<file path="config.mk">
export PLATFORM = sky130hd
export DESIGN_NAME = ss_key_ctrl
export DESIGN_NICKNAME = d
export VERILOG_FILES = /design/src/rtl/ss_key_ctrl.sv
export SDC_FILE = /design/constraint.sdc
export NUM_CORES = 1
export LEC_CHECK = 0
export ABC_AREA = 1
export BUFFER_PORTS_ARGS = -buffer_cell sky130_fd_sc_hd__buf_4
export CAP_MARGIN = 5
export CORE_MARGIN = 1.5
export CORE_UTILIZATION = 38
export CTS_BUF_LIST = sky130_fd_sc_hd__clkbuf_8
export DETAILED_ROUTE_END_ITERATION = 8
export HOLD_SLACK_MARGIN = 0.05
export PLACE_DENSITY_LB_ADDON = 0.2
export SLEW_MARGIN = 25
export SYNTH_ARGS = -nofsm -noshare
export SYNTH_HDL_FRONTEND = slang
export SYNTH_SLANG_ARGS = --single-unit
</file>
<file path="constraint.sdc">
create_clock -name clk -period 2 [get_ports clk]
set_clock_uncertainty 0.05 [all_clocks]
set_input_delay 0.6 -clock clk [delete_from_list [all_inputs] [get_ports clk]]
set_output_delay 0.6 -clock clk [all_outputs]
set_load 0.1 [all_outputs]
</file>
<file path="src/rtl/ss_key_ctrl.sv">
// Save-state key controller: turns pad key combos and a debounced external button
// into one-at-a-time save/load/menu requests with a req/ack handshake.
module ss_key_ctrl #(
  parameter int unsigned HOLD_FRAMES = 4,
  parameter int unsigned REL_FRAMES  = 2,
  parameter int unsigned DEB_CYC     = 16
) (
  input  logic       clk,
  input  logic       rst,
  input  logic       ss_on,
  input  logic       ss_btn,
  input  logic [7:0] key_save,
  input  logic [7:0] key_load,
  input  logic [7:0] key_menu,
  input  logic [7:0] pad_dat,
  input  logic       pad_vld,
  input  logic       ext_btn,
  input  logic       ack,
  output logic       req_save,
  output logic       req_load,
  output logic       req_menu,
  output logic       busy
);

  typedef enum logic [1:0] {StIdle, StArm, StReq, StWaitRel} state_e;

  localparam logic [1:0]  TgtNone  = 2'd0;
  localparam logic [1:0]  TgtSave  = 2'd1;
  localparam logic [1:0]  TgtLoad  = 2'd2;
  localparam logic [1:0]  TgtMenu  = 2'd3;
  localparam logic [3:0]  HoldLast = 4'(HOLD_FRAMES);
  localparam logic [3:0]  RelLast  = 4'(REL_FRAMES);
  localparam logic [15:0] DebLast  = 16'(DEB_CYC - 1);

  state_e      state;
  logic [1:0]  target;
  logic [3:0]  cnt;
  logic [3:0]  rcnt;
  logic [2:0]  req;    // {menu, load, save}

  logic        btn_s1;
  logic        btn_s2;
  logic        btn_deb;
  logic [15:0] deb_cnt;
  logic        btn_rise;

  logic        m_save;
  logic        m_load;
  logic        m_menu;
  logic [1:0]  sel;

  function automatic logic [2:0] req_of(input logic [1:0] t);
    case (t)
      TgtSave: req_of = 3'b001;
      TgtLoad: req_of = 3'b010;
      TgtMenu: req_of = 3'b100;
      default: req_of = 3'b000;
    endcase
  endfunction

  // Synchroniser and debouncer run regardless of ss_on so a held button never fires late.
  always_ff @(posedge clk or posedge rst) begin
    if (rst) begin
      btn_s1  <= 1'b0;
      btn_s2  <= 1'b0;
      btn_deb <= 1'b0;
      deb_cnt <= 16'd0;
    end else begin
      btn_s1 <= ext_btn;
      btn_s2 <= btn_s1;
      if (btn_s2 == btn_deb) begin
        deb_cnt <= 16'd0;
      end else if (deb_cnt == DebLast) begin
        btn_deb <= btn_s2;
        deb_cnt <= 16'd0;
      end else begin
        deb_cnt <= deb_cnt + 16'd1;
      end
    end
  end

  assign btn_rise = btn_s2 && !btn_deb && (deb_cnt == DebLast);

  always_comb begin
    m_save = (key_save != 8'd0) && (pad_dat == key_save);
    m_load = (key_load != 8'd0) && (pad_dat == key_load);
    m_menu = (key_menu != 8'd0) && (pad_dat == key_menu);
    sel    = TgtNone;
    if (m_menu)      sel = TgtMenu;
    else if (m_save) sel = TgtSave;
    else if (m_load) sel = TgtLoad;
  end

  always_ff @(posedge clk or posedge rst) begin
    if (rst) begin
      state  <= StIdle;
      target <= TgtNone;
      cnt    <= 4'd0;
      rcnt   <= 4'd0;
      req    <= 3'b000;
    end else if (!ss_on) begin
      state <= StIdle;
      cnt   <= 4'd0;
      rcnt  <= 4'd0;
      req   <= 3'b000;
    end else if (btn_rise && ss_btn && (state == StIdle || state == StArm)) begin
      target <= TgtMenu;
      state  <= StReq;
      cnt    <= 4'd0;
      req    <= 3'b100;
    end else begin
      case (state)
        StIdle, StArm: begin
          if (pad_vld) begin
            if (sel == TgtNone) begin
              state <= StIdle;
              cnt   <= 4'd0;
            end else if (state == StArm && sel == target) begin
              if (cnt + 4'd1 == HoldLast) begin
                state <= StReq;
                cnt   <= 4'd0;
                req   <= req_of(target);
              end else begin
                cnt <= cnt + 4'd1;
              end
            end else begin
              // Fresh match from IDLE, or a different key taking over an ARM in progress.
              target <= sel;
              if (HoldLast == 4'd1) begin
                state <= StReq;
                cnt   <= 4'd0;
                req   <= req_of(sel);
              end else begin
                state <= StArm;
                cnt   <= 4'd1;
              end
            end
          end
        end
        StReq: begin
          if (ack) begin
            state <= StWaitRel;
            rcnt  <= 4'd0;
            req   <= 3'b000;
          end
        end
        StWaitRel: begin
          if (pad_vld) begin
            if (pad_dat != 8'd0) begin
              rcnt <= 4'd0;
            end else if (rcnt + 4'd1 == RelLast) begin
              state <= StIdle;
              rcnt  <= 4'd0;
            end else begin
              rcnt <= rcnt + 4'd1;
            end
          end
        end
        default: state <= StIdle;
      endcase
    end
  end

  assign req_save = req[0];
  assign req_load = req[1];
  assign req_menu = req[2];
  assign busy     = (state != StIdle);

endmodule
</file>
==> Word-level counts from Yosys, hierarchy flattened <==
Cells that the tools add are included.
{ "totals": {"mem_count": 0, "mem_bits_ro": 0, "in_bits": 39, "mem_bits_rw": 0, "elab_cells": 115, "out_inout_bits": 4, "register_bits": 34, "latch_bits": 0} }
{ "classes": {"eq_ne": 32, "reduce_logical": 26, "magnitude_cmp": 0, "add_sub_neg": 3, "n_mux": 44, "multipliers": 0, "bitwise": 1, "shift": 0, "div_mod_pow": 0} }
{ "op_table": {"columns": ["cell", "n"], "rows": [
  ["2-to-1 mux 4 bit", 13],
  ["2-to-1 mux 2 bit", 18],
  ["2-to-1 mux 16 bit", 2],
  ["!= test 4 bit, second input constant", 8],
  ["nonzero test 8 bit", 4],
  ["== test 8 bit", 3],
  ["2-to-1 mux 3 bit", 7],
  ["adder 16 x 1 -> 16 bit, second input constant", 1],
  ["== test 16 x 4 -> 1 bit, second input constant", 1],
  ["AND reduction 6 bit", 2],
  ["!= test 3 x 1 -> 1 bit, second input constant", 3],
  ["one-hot mux 3 bit (3 select lines)", 1],
  ["adder 4 x 1 -> 4 bit, second input constant", 2],
  ["== test 2 bit, second input constant", 4],
  ["logical AND 1 bit", 8],
  ["one-hot mux 4 bit (2 select lines)", 1],
  ["!= test 2 bit, second input constant", 3],
  ["!= test 3 bit, second input constant", 2],
  ["!= test 6 bit, second input constant", 1],
  ["one-hot mux 2 bit (3 select lines)", 1],
  ["one-hot mux 3 bit (2 select lines)", 1],
  ["nonzero test 2 bit", 3],
  ["AND reduction 5 bit", 1],
  ["== test 2 x 1 -> 1 bit, second input constant", 2],
  ["12 further kinds", 14]
]} }

==> Depth between registers and ports, before layout <==
Gate-level depths: netlist of the first run.
{ "logic_depth": {"ltp_word": 13, "ltp_mapped": 17, "mapped_depth_nobuf": 17} }

==> Worst setup path before layout of the first run <==
OpenSTA, ideal clock, no wires.
{ "synth_timing": {"path_kind": "input to register", "start": "in key_save[0]", "end": "reg req[0]", "arrival_ns": 1.732, "path_buffers": 0, "setup_ns": 0.122, "t_required_ns": 1.828, "setup_slack_ns": 0.096, "cell_stages": 14, "path_cell_list": "nor2_1 > nand3_1 > o21ai_0 > nand2_1 > nand2_2 > nand2_1 > nand2_1 > nand3_2 > nor2_8 > nand2_4 > nand2_4 > nand2_2 > nand2_1 > nand2_1"} }
{ "synth_between": {"elab_chain_len": 8, "elab_cells_between_ends": 11, "classes_between": "eq/ne: 4; mux: 2; reduce/logical: 5"} }
{ "synth_rtl": {"columns": ["item", "line", "rtl"], "rows": [
  ["start: declaration", "12", "input logic [7:0] key_save,"],
  ["== test 8 bit / nonzero test 8 bit (equally long branches)", "85", "m_save = (key_save != 8'd0) && (pad_dat == key_save);"],
  ["logical AND 1 bit (*)", "85", null],
  ["2-to-1 mux 2 bit (*)", "90", "else if (m_save) sel = TgtSave;"],
  ["2-to-1 mux 2 bit (*)", "89", "if (m_menu) sel = TgtMenu;"],
  ["== test 2 bit", "118", "end else if (state == StArm && sel == target) begin"],
  ["logical AND 1 bit", "118", null],
  ["!= test 4 bit (no line)", null, null],
  ["AND reduction 6 bit (no line) (*)", null, null],
  ["end signal: assignment", "122", "req <= req_of(target);"],
  ["end signal: assignment", "132", "req <= req_of(sel);"],
  ["end: declaration", "39", "logic [2:0] req;"]
]} }
Every way passes the cells marked *; elsewhere a longest branch is shown, timed or not.
A chain may end at the register's enable or synchronous reset.

==> Final worst setup path of the first run <==
{ "layout_timing": {"start": "reg deb_cnt[0]", "end": "reg deb_cnt[13]"} }
{ "layout_between": {"elab_chain_len": 3, "elab_cells_between_ends": 4, "classes_between": "add/sub: 1; eq/ne: 1; mux: 2"} }
{ "layout_rtl": {"columns": ["item", "line", "rtl"], "rows": [
  ["start: declaration", "44", "logic [15:0] deb_cnt;"],
  ["start signal: assignment", "77", "deb_cnt <= deb_cnt + 16'd1;"],
  ["adder 16 x 1 -> 16 bit / == test 16 x 4 -> 1 bit (equally long branches)", "77, 73", null],
  ["2-to-1 mux 16 bit (*)", "73", "end else if (deb_cnt == DebLast) begin"],
  ["2-to-1 mux 16 bit (*)", "71", "if (btn_s2 == btn_deb) begin"]
]} }
Marked as above.

==> results_dict.tcl, run 1 <==
set metrics [dict create \
    hpwl_um 4750 \
    netlist_area_um2 2510 \
    maxCapViolations 0 \
    peakVddDrop_v 0.000375 \
    track_usage_pct 17.4 \
    fp.dieH_um 84.3 \
    coreArea_um2 6350 \
    dp_cells 519 \
    outcome "finished clean" \
    critPathKind "reg -> reg" \
    nets 500 \
    holdCritPathClass "reg -> reg" \
    setup_ws_ns 0.0253 \
    start_util_pct 39.5 \
    grt_start_max_net_pins 35 \
    rsz0062_at_grt "yes" \
    design_area_um2 3480 \
    grt_pass1_wl_um 10100 \
    gp_congestion 0.819 \
    max_slew_margin_pct 71.9 \
    worstMarginPinSlew_ns 0.421 \
    insertion_delay_ns 0.29 \
    grt_overflow_total 0 \
    synth_nets 420 \
    placed_area_um2 3120 \
    die_w_um 84.3 \
    ys_types 32 \
    antenna_found_initial 0 \
    ios 43 \
    avgSynthCellArea_um2 6.70 \
    layout_commonest_cell "nand2_1" \
    setup_viol_count_final 0 \
    clk_pin_slew_ns 0.07 \
    ys_ff_latch 34 \
    fmax_mhz 506 \
    htreeDepth 2 \
    antenna_cells 0 \
    start_kind "register" \
    ys_warn_count 0 \
    cts_made_buffers 5 \
    slowest_delay_ns 0.35 \
    worstPathRequired_ns 2.12 \
    dp_worst_setup_slack_ns -0.258 \
    syn_inst 375 \
    drt_iter0_drc 62 \
    clock-sinks 34 \
    vias 2548 \
    hold_ws_ns 0.299 \
    critical_path.slowest_cell "dfrtp_1" \
    fin_crit_ns 1.97 \
    viasPerCell 4.78 \
    root_buffer "clkbuf_8" \
    clockBufferDepth 2 \
    power_density_nw_per_um2 436 \
    hold_viol_final 0 \
    port_buffers 42 \
    antenna_left 0 \
    worstPathCellList "buf_4 -> nand3_2 -> nor3b_2 -> nand2_1 -> nor2_2 -> nand2_2 -> nor3_4 -> nand2_2 -> buf_4 -> nor3_2 -> nor3_2" \
    seq_area_frac_synth_pct 33.9 \
    row_count 29 \
    finalMaxSlewViolations 0 \
    finalNonFillerCells 533 \
    worstPathArrival_ns 2.09 \
    remaining_drc_errors 0 \
    cp_max_fo 3 \
    holdBufCountCts 0 \
    cts_tree "built" \
    first_global_vias 2402 \
    die_area_um2 7100 \
    routedWlPerCell_um 11.6 \
    final_layout_size_suffix_gt1_share_pct 33.6 \
    min_period_over_period_pct 98.7 \
    final_cell_mix "nand2_1, buf_4, inv_1" \
    drt_wl_total_um 6160 \
    worstSetupEndpointType "register" \
    drtPass1Iterations 4 \
    p_leak_nw 1.79 \
    syn_to_final_growth_pct 38.5 \
]
[state kept, by name, indices dropped and copies added, names as in the netlist]
name / cells
btn_s1: 1
rcnt: 4
target: 2
btn_s2: 1
deb_cnt: 16
btn_deb: 1
state: 2
req: 3
cnt: 4
[stage by stage]
stage | total power, mW | util [%] | setup TNS [ns]
floorplan | 0.844 | - | 0
detailed placement | 0.980 | 49.1 | -1.75
finish | 1.52 | 54.8 | 0
global placement | 0.977 | 49.1 | -1.48
global route | 1.59 | 54.8 | -0.369
CTS | 1.51 | 50.5 | 0
[kinds of logic (layout without fill, tap and decap cells)]
family,Yosys count,after routing,synth area share (%)
compound gates,27,27,6.43
flops,34,34,33.9
buf+inv,58,139,8.72
fa+ha+maj,6,6,2.99
xor+xnor,12,12,4.19
simple gates,238,238,43.8
[cell usage after synthesis]
master,count,area share (%)
clkbuf_1,1,0.15
or2_2,1,0.25
nand2_1,107,16
inv_1,47,7.0
nor3_1,6,1.2
o21ai_0,4,0.80
xor2_1,3,1.0
o21bai_1,1,0.30
a211oi_2,1,0.50
nor2_1,53,7.9
dfrtp_1,34,34
o21ai_1,6,1.2
nor3_2,3,1.2
clkinv_1,1,0.15
nand2_4,3,1.3
nor2_2,3,0.75
nand2_2,6,1.5
nand3_1,35,7.0
buf_2,1,0.20
o21a_1,2,0.60
xnor2_1,9,3.1
inv_2,8,1.2
nor3b_1,7,2.1
ha_1,6,3.0
a21oi_1,8,1.6
o22ai_1,4,1.0
nand4_1,5,1.2
nor4_1,5,1.2
nor2_8,1,0.80
o21bai_2,1,0.45
nor3b_2,1,0.50
nand3_2,2,0.80
[report_power, final]
part	leakage [nW]	switching, mW	internal [mW]
sequential	0.468	0.00744	0.696
clock	0.0524	0.248	0.273
combinational	1.27	0.156	0.137
[worst paths after layout]
| path | slack, ns | from | cells after the start | end |
|---|---|---|---|---|
| max | 0.03 | deb_cnt[0] | 11 | deb_cnt[13] |
| min | 0.30 | btn_s1 | 0 | btn_s2 |
| max reg2reg | 0.03 | deb_cnt[0] | 11 | deb_cnt[13] |
| min reg2reg | 0.30 | btn_s1 | 0 | btn_s2 |
| max in group asynchronous | 1.24 | rst | 3 | target[0] |
| min in group asynchronous | 0.35 | rst | 3 | deb_cnt[4] |
[routing by layer]
metal | vias to the layer above | routed length [µm] | track usage [%]
met5 | - | 0 | 0
met4 | 0 | 82 | 5.22
met3 | 7 | 146 | 2.95
met2 | 27 | 3140 | 30.5
met1 | 1167 | 2790 | 21.8
li1 | 1347 | - | -
[timing repair]
action,CTS,global route
endpoints found under the setup margin,0,12
resized for setup,0,59
setup buffers,0,6
[critical path: cells and delay by family (launching register included)]
kind                   cells  cell delay [ns]
and+or+nand+nor            9             1.20
DFF                        1             0.35
buffers and inverters      2             0.26
[area by class of cell]
cell class	instances	area, µm²
Sequential cell	34	851
Fill cell	620	2870
Clock buffer	6	82.6
Tap cell	77	96.3
Timing Repair Buffer	75	571
Multi-Input combinational cell	283	1660
Inverter	56	210
Clock inverter	2	8.76
Note: power is estimated with default switching activity, not from simulation.
==> run 2, diff against run 1 <==
--- a/config.mk
+++ b/config.mk
@@ -8,6 +8,7 @@
 export ABC_AREA = 1
 export BUFFER_PORTS_ARGS = -buffer_cell sky130_fd_sc_hd__buf_4
 export CAP_MARGIN = 5
+export CORE_ASPECT_RATIO = 0.9
 export CORE_MARGIN = 1.5
 export CORE_UTILIZATION = 38
 export CTS_BUF_LIST = sky130_fd_sc_hd__clkbuf_8
==> run 2 against run 1 <==
Sequential cell count did not move. Critical path type unchanged. Largest power group is now clock. Cell count is 3.0% higher. Clock-buffer cell count fell by 1. Wire length rose by 3.9%. Largest cell class unchanged.
==> results_dict.tcl, run 2 (synthesized netlist as in run 1, its figures left out) <==
set metrics [dict create \
    remaining_drc_errors 0 \
    viasPerCell 4.79 \
    worstPathArrival_ns 2.11 \
    fin_crit_ns 1.98 \
    crit_path_end "deb_cnt[14]" \
    row_count 27 \
    rrSetupSlack_ns 0.02 \
    fmax_mhz 506 \
    root_buffer "clkbuf_8" \
    clockBufferDepth 2 \
    reg2reg_depth 12 \
    coreArea_um2 6250 \
    ios 43 \
    p_leak_nw 1.91 \
    port_buffers 42 \
    worstSetupEndpointType "register" \
    max_slew_margin_pct 71.2 \
    drt_wl_total_um 6400 \
    critPathLaunch "deb_cnt[0]" \
    start_kind "register" \
    start_util_pct 40.2 \
    maxCapViolations 0 \
    die_w_um 88.7 \
    min_period_over_period_pct 98.8 \
    syn_to_final_growth_pct 46.4 \
    rr_startpoint "deb_cnt[0]" \
    htreeDepth 2 \
    worstMarginPinSlew_ns 0.432 \
    hold_ws_ns 0.316 \
    holdBufCountCts 0 \
    clk_pin_slew_ns 0.08 \
    final_layout_size_suffix_gt1_share_pct 37.4 \
    regMostFlops "deb_cnt" \
    grt_start_max_net_pins 35 \
    drtPass1Iterations 4 \
    setup_viol_count_final 0 \
    outcome "finished clean" \
    final_cell_mix "nand2_1, buf_4, nor2_1" \
    grt_overflow_total 0 \
    grt_pass1_wl_um 10100 \
    worstPathRequired_ns 2.13 \
    largest_reg_flops 16 \
    design_area_um2 3680 \
    antenna_left 0 \
    die_area_um2 7110 \
    cp_max_fo 4 \
    largestRegisters "deb_cnt x16, cnt x4, rcnt x4" \
    layout_commonest_cell "nand2_1" \
    insertion_delay_ns 0.28 \
    first_global_vias 2383 \
    rr_endpoint "deb_cnt[14]" \
    routedWlPerCell_um 11.7 \
    placed_area_um2 3110 \
    hpwl_um 4750 \
    track_usage_pct 17.9 \
    clock-sinks 34 \
    peakVddDrop_v 0.000358 \
    fp.dieH_um 80.1 \
    finalMaxSlewViolations 0 \
    cts_made_buffers 5 \
    vias 2631 \
    gp_congestion 0.838 \
    drt_iter0_drc 74 \
    power_density_nw_per_um2 483 \
    antenna_found_initial 0 \
    cts_tree "built" \
    nets 506 \
    power_mw 1.78 \
    hold_viol_final 0 \
    holdCritPathClass "reg -> reg" \
    rsz0062_at_grt "yes" \
    critPathKind "reg -> reg" \
    min_path_cells 0 \
    antenna_cells 0 \
]
==> run 2: worst max-delay path, stage by stage, from the launching register on <==
cell and delay [ns]:
dfrtp_1 0.38, buf_6 0.11, ha_4 0.15, nand3_4 0.12, nor2_4 0.11, nand2_2 0.06, nor2_2 0.14, nand3_2 0.13
nor3_4 0.20, nand3_2 0.13, nor2_4 0.13, a21oi_2 0.05, o21a_1 0.11
==> run 2: layer usage <==
layer  vias up  GRT usage (%)  wire (µm)
li1       1364              -          -
met1      1231           23.7       2910
met2        30           30.3       3290
met3         6           2.98        139
met4         0           4.22         57
met5         -              0          0
==> run 2: metrics by stage <==
step	setup TNS (ns)	instances	utilization [%]	setup slack (ns)
floorplan	0	375	-	0.0958
global placement	-1.50	527	49.8	-0.278
detailed placement	-1.82	527	49.8	-0.255
CTS	0	537	52.4	0.0139
global route	-0.483	549	58.8	-0.107
finish	0	549	58.8	0.0245
==> run 2: what timing repair did <==
action,in CTS,in global routing
setup endpoints to repair,4,12
setup buffers,2,12
resized for setup,1,87
cloned,0,0
pin swaps,3,32
==> run 2: worst min path at each step <==
stage | slack (ns) | end | start
floorplan | 0.28 | btn_s2 | btn_s1
global placement | 0.28 | btn_s2 | btn_s1
detailed placement | 0.30 | btn_s2 | btn_s1
CTS | 0.32 | btn_s2 | btn_s1
global route | 0.33 | btn_s2 | btn_s1
finish | 0.32 | btn_s2 | btn_s1
==> run 2: report_power, final <==
group          switching (mW)  internal (mW)  leakage, nW
Combinational           0.162          0.145         1.38
Clock                   0.266          0.500       0.0683
Sequential            0.00911          0.695        0.466
==> run 2: layout make-up <==
| cell class | count | area (µm²) |
|---|---|---|
| sequential | 34 | 852 |
| timing repair buffer | 81 | 634 |
| clock buffer | 5 | 68.8 |
| clock inverter | 3 | 68.8 |
| tap | 87 | 109 |
| fill | 585 | 2570 |
| multi-input combinational | 283 | 1730 |
| inverter | 56 | 215 |
